--- config.mk ---
export PLATFORM = sky130hd
export DESIGN_NAME = hs_dpath_vld_chain_flat
export DESIGN_NICKNAME = d
export VERILOG_FILES = /design/src/rtl/hs_dpath_vld_chain_if.sv /design/src/rtl/hs_dpath_vld_chain.sv /design/src/flat_wrapper.sv
export SDC_FILE = /design/constraint.sdc
export NUM_CORES = 1
export LEC_CHECK = 0
export CORE_AREA = 3 3 40 42
export DETAILED_ROUTE_END_ITERATION = 8
export DIE_AREA = 0 0 43 45
export GPL_TIMING_DRIVEN = 0
export PLACE_DENSITY = 0.33
export SLEW_MARGIN = 0
export SYNTH_ARGS = -nofsm -noshare
export SYNTH_HDL_FRONTEND = slang
export SYNTH_SLANG_ARGS = --single-unit
--- constraint.sdc ---
create_clock -name clk -period 1.12 [get_ports clk]
set_clock_uncertainty 0.15 [all_clocks]
set_input_delay 0.168 -clock clk [delete_from_list [all_inputs] [get_ports clk]]
set_output_delay 0.168 -clock clk [all_outputs]
set_load 0.1 [all_outputs]
--- src/rtl/hs_dpath_vld_chain_if.sv ---
// ============================================================================
// Module : hs_dpath_vld_chain_if
// Brief  : Handshake, flush and stage-enable bundle for hs_dpath_vld_chain.
// Rev    : 1.0  initial release
// ============================================================================
`default_nettype none

interface hs_dpath_vld_chain_if #(
  parameter int LATENCY = 1
);
  localparam int OCC_W = $clog2(LATENCY + 1);

  logic               in_valid;
  logic               in_ready;
  logic               out_valid;
  logic               out_ready;
  logic               flush;
  logic [LATENCY-1:0] stage_ce;
  logic [LATENCY:0]   vld_tap;
  logic [OCC_W-1:0]   occupancy;

  modport master (
    output in_valid, out_ready, flush,
    input  in_ready, out_valid, stage_ce, vld_tap, occupancy
  );

  modport slave (
    input  in_valid, out_ready, flush,
    output in_ready, out_valid, stage_ce, vld_tap, occupancy
  );
endinterface

`default_nettype wire

--- src/rtl/hs_dpath_vld_chain.sv ---
// ============================================================================
// Module : hs_dpath_vld_chain
// Brief  : Valid-token chain producing per-stage clock enables for an N-stage
//          datapath with backpressure, flush and occupancy counting.
//          Define HS_DPATH_VLD_CHAIN_COLLAPSE_EN for bubble-collapsing enables.
// Rev    : 1.0  initial release
// ============================================================================
`default_nettype none

module hs_dpath_vld_chain #(
  parameter int LATENCY = 1
) (
  input  logic                   clk,
  input  logic                   aresetn,
  hs_dpath_vld_chain_if.slave    bus
);
  localparam int OCC_W = $clog2(LATENCY + 1);

  logic [LATENCY-1:0] vld;
  logic [LATENCY-1:0] en;
  logic [OCC_W-1:0]   occ_q;
  logic [OCC_W-1:0]   occ_nxt;
  logic               in_rdy;
  logic               out_vld;
  logic               in_fire;
  logic               out_fire;

`ifdef HS_DPATH_VLD_CHAIN_COLLAPSE_EN
  // A stage may load when it is empty or its token moves on downstream.
  always_comb begin : p_en
    logic adv;
    adv = bus.out_ready;
    en  = '0;
    for (int i = LATENCY - 1; i >= 0; i--) begin
      en[i] = ~vld[i] | adv;
      adv   = en[i];
    end
  end
`else
  logic stall_n;
  assign stall_n = ~vld[LATENCY-1] | bus.out_ready;
  assign en      = {LATENCY{stall_n}};
`endif

  assign in_rdy   = en[0] & ~bus.flush;
  assign out_vld  = vld[LATENCY-1] & ~bus.flush;
  assign in_fire  = bus.in_valid & in_rdy;
  assign out_fire = out_vld & bus.out_ready;

  always_comb begin
    occ_nxt = occ_q;
    if (in_fire && !out_fire) begin
      occ_nxt = occ_q + OCC_W'(1);
    end else if (!in_fire && out_fire) begin
      occ_nxt = occ_q - OCC_W'(1);
    end
  end

  always_ff @(posedge clk or negedge aresetn) begin
    if (!aresetn) begin
      vld   <= '0;
      occ_q <= '0;
    end else if (bus.flush) begin
      vld   <= '0;
      occ_q <= '0;
    end else begin
      if (en[0]) begin
        vld[0] <= bus.in_valid;
      end
      for (int i = 1; i < LATENCY; i++) begin
        if (en[i]) begin
          vld[i] <= vld[i-1];
        end
      end
      occ_q <= occ_nxt;
    end
  end

  assign bus.in_ready  = in_rdy;
  assign bus.out_valid = out_vld;
  assign bus.stage_ce  = en & {LATENCY{~bus.flush}};
  assign bus.vld_tap   = {vld, in_fire};
  assign bus.occupancy = occ_q;

endmodule

`default_nettype wire

--- src/flat_wrapper.sv ---
// flat-port wrapper written by rule: the top's interface ports become plain ports
module hs_dpath_vld_chain_flat 
#(
  parameter int LATENCY = 1
)
  (clk, aresetn, bus_in_valid, bus_out_ready, bus_flush, bus_in_ready, bus_out_valid, bus_stage_ce, bus_vld_tap, bus_occupancy);
  hs_dpath_vld_chain_if #(.LATENCY(LATENCY)) bus_i ();
  input  logic clk;
  input  logic aresetn;
  input wire logic [$bits(bus_i.in_valid)-1:0] bus_in_valid;
  input wire logic [$bits(bus_i.out_ready)-1:0] bus_out_ready;
  input wire logic [$bits(bus_i.flush)-1:0] bus_flush;
  output wire logic [$bits(bus_i.in_ready)-1:0] bus_in_ready;
  output wire logic [$bits(bus_i.out_valid)-1:0] bus_out_valid;
  output wire logic [$bits(bus_i.stage_ce)-1:0] bus_stage_ce;
  output wire logic [$bits(bus_i.vld_tap)-1:0] bus_vld_tap;
  output wire logic [$bits(bus_i.occupancy)-1:0] bus_occupancy;
  assign bus_i.in_valid = bus_in_valid;
  assign bus_i.out_ready = bus_out_ready;
  assign bus_i.flush = bus_flush;
  assign bus_in_ready = bus_i.in_ready;
  assign bus_out_valid = bus_i.out_valid;
  assign bus_stage_ce = bus_i.stage_ce;
  assign bus_vld_tap = bus_i.vld_tap;
  assign bus_occupancy = bus_i.occupancy;
  hs_dpath_vld_chain #(.LATENCY(LATENCY)) u_core (.clk(clk), .aresetn(aresetn), .bus(bus_i));
endmodule
==> flow_metrics.py <==
metrics = {
    "floorplan": {
        "rows": 13,
        "dieArea_sq_um": 1940,
        "die_h_um": 45,
        "core_sq_um": 1280,
        "pin_count": 11,
        "die_w_um": 43,
        "initial_utilization_pct": 11.0,
    },
    "placement": {
        "place_area_sq_um": 287,
        "dp_hpwl_um": 272,
        "port_buffers": 10,
        "dp.cells": 41,
        "place_congestion": 0.618,
    },
    "global_routing": {
        "grt_pass1_wl_um": 634,
        "grt_usage_pct": 4.91,
        "grt.overflow.total": 0,
        "antenna_found_initial": 0,
        "grt_max_degree": 5,
        "first_global_vias": 168,
    },
    "route": {
        "viasPerCell": 3.34,
        "first_iter_violations": 1,
        "via_count": 167,
        "wl_per_cell_um": 8.62,
        "drt-pass1-iter-count": 2,
        "antenna_left": 0,
        "drc_errors": 0,
        "wirelength_um": 431,
    },
    "setup_path": {
        "r2r_cells": 5,
        "critical_path_required_ns": 0.80,
        "slowest_stage": "dfrtp_1",
        "critPathKind": "reg2out",
        "critPathLaunch": "u_core.vld$_DFFE_PN0P_",
        "worstSetupPathDepth": 4,
        "critPathArrivalTime_ns": 1.23,
        "cp_max_fo": 3,
        "worstSetupEndpointType": "primary output",
        "critPathBufInv": 1,
        "slowest_delay_ns": 0.37,
        "start_kind": "register",
        "cp_top_family": "simple AND/OR/NAND/NOR gates",
        "worstReg2RegEnd": "u_core.bus.occupancy$_DFFE_PN0P_",
        "r2r_setup_slack_ns": -0.15,
        "cp_cell_sequence": "and2b_2 > nor2_4 > and2_4 > buf_12",
        "timing.rr.start": "u_core.vld$_DFFE_PN0P_",
    },
    "synth": {
        "yosysUniqueCellTypes": 12,
        "synth_nets": 21,
        "avgSynthCellArea_sq_um": 8.84,
        "synth-warning-count": 0,
        "yosysSeqAreaShare_pct": 35.4,
        "ys_ff_latch": 2,
        "netlist_instances": 16,
        "syn-cell-area_sq_um": 141,
    },
    "flow_run": {
        "drv_cap": 0,
    },
    "pwr": {
        "ir_drop_mv": 0.474,
        "finalPower_mw": 0.514,
        "p_leak_nw": 0.186,
        "p_per_area_nw_per_um2": 1250,
    },
    "min_path": {
        "min-delay-path-class": "in2reg",
        "holdPathStages": 2,
        "worst_hold_path.endpoint": "u_core.bus.occupancy$_DFFE_PN0P_",
        "hold_start": "bus_flush",
    },
    "cts": {
        "clock-root-buffer": "clkbuf_4",
        "cts_tree": "built",
        "clk_pin_slew_ns": 0.03,
        "clock_sinks": 2,
        "clockBufferDepth": 2,
        "worst_skew_pair.late_latency_ns": 0.23,
        "cts-htree-levels": 1,
        "cts_buffers": 3,
    },
    "outcome": {
        "status": "complete, but fails checks",
        "violations": "negative setup slack",
    },
    "sta": {
        "finalCritPeriodShare_pct": 138,
        "setup_viol": 7,
        "fin_hold_ws_ns": 0.242,
        "fmax_mhz": 646,
        "relSlewSlack_pct": 81.3,
        "hold_viol": 0,
        "rsz0062_at_grt": "true",
        "fin_ws_ns": -0.429,
        "tightest_slew_ns": 0.280,
        "final.min_clock_period_ns": 1.55,
        "slew_violations": 0,
    },
    "finish": {
        "fillerInstances": 128,
        "design_area_sq_um": 412,
        "antenna_cells": 0,
        "post-route-util_pct": 32.0,
        "nNetsFinal": 41,
        "multi_input_area_sq_um": 85.1,
        "drive_above_1_share_pct": 62.9,
        "final_cells": 50,
        "mostFrequentLayoutCell": "buf_12",
        "register_area_sq_um": 53.8,
        "final_cell_mix": "6 x buf_12, 5 x buf_4, 3 x clkbuf_4",
        "area_growth_syn_to_layout_pct": 191,
    },
}
-- how the worst max path moves through the flow --
| stage | slack, ns | end |
|---|---|---|
| 2_1_floorplan | -0.73 | bus_vld_tap[0] |
| 6_report | -0.43 | bus_vld_tap[0] |
| 5_1_grt | -0.49 | bus_vld_tap[0] |
| 3_3_place_gp | -1.54 | bus_vld_tap[0] |
| 4_1_cts | -0.45 | bus_vld_tap[0] |
| 3_5_place_dp | -1.54 | bus_vld_tap[0] |
-- cells in the mapped netlist (all sizes together) --
library cell | count | area share (%)
buf | 3 | 16
nor2 | 3 | 9.7
dfrtp | 2 | 35
a21o | 1 | 5.3
a21oi | 1 | 6.2
and2 | 1 | 4.4
and2b | 1 | 5.3
nand2b | 1 | 4.4
nand3 | 1 | 3.5
nand3b | 1 | 5.3
nor2b | 1 | 4.4
-- per-stage QoR --
step / setup TNS (ns) / setup WS (ns)
finish: -2.19 / -0.429
global route: -2.49 / -0.486
CTS: -2.02 / -0.446
detailed placement: -7.37 / -1.54
global placement: -7.42 / -1.54
floorplan: -2.13 / -0.734
-- routing by layer --
layer | track usage, % | vias up | wire length, um
li1 | - | 88 | -
met1 | 4.34 | 70 | 166
met2 | 7.49 | 9 | 211
met3 | 2.79 | 0 | 52
met4 | 5.42 | 0 | 0
met5 | 0 | - | 0
-- power breakdown --
part           internal [mW]  switching, mW  leakage (nW)
combinational          0.105          0.143         0.147
clock                  0.133         0.0479        0.0150
sequential            0.0803        0.00462        0.0243
total                  0.318          0.195         0.186
-- sequential cells by signal, indices dropped and copies added, names as in the netlist --
register              flops
u_core.bus.occupancy      1
u_core.vld                1
-- final cells by class --
class                   instances  area share [%]
repair buffers                 16            51.7
plain buffers                   2            3.65
flip-flops and latches          2            13.1
well taps                      15            4.56
clock buffers                   4            6.38
multi-input cells              11            20.7
-- cell families after synthesis --
family | synth area share [%]
buf+inv | 15.9
compound gates | 11.5
simple gates | 37.2
flops | 35.4
-- what timing repair did --
action | 4_1_cts | 5_1_grt
resized for setup | 55 | 5
setup endpoints to repair | 7 | 7
buffers inserted | 3 | 2
pin swaps | 4 | 0
hold endpoints to repair | 2 | 0
cloned | 0 | 0
hold buffers | 1 | 0
Power figures use the tool's default switching activity.
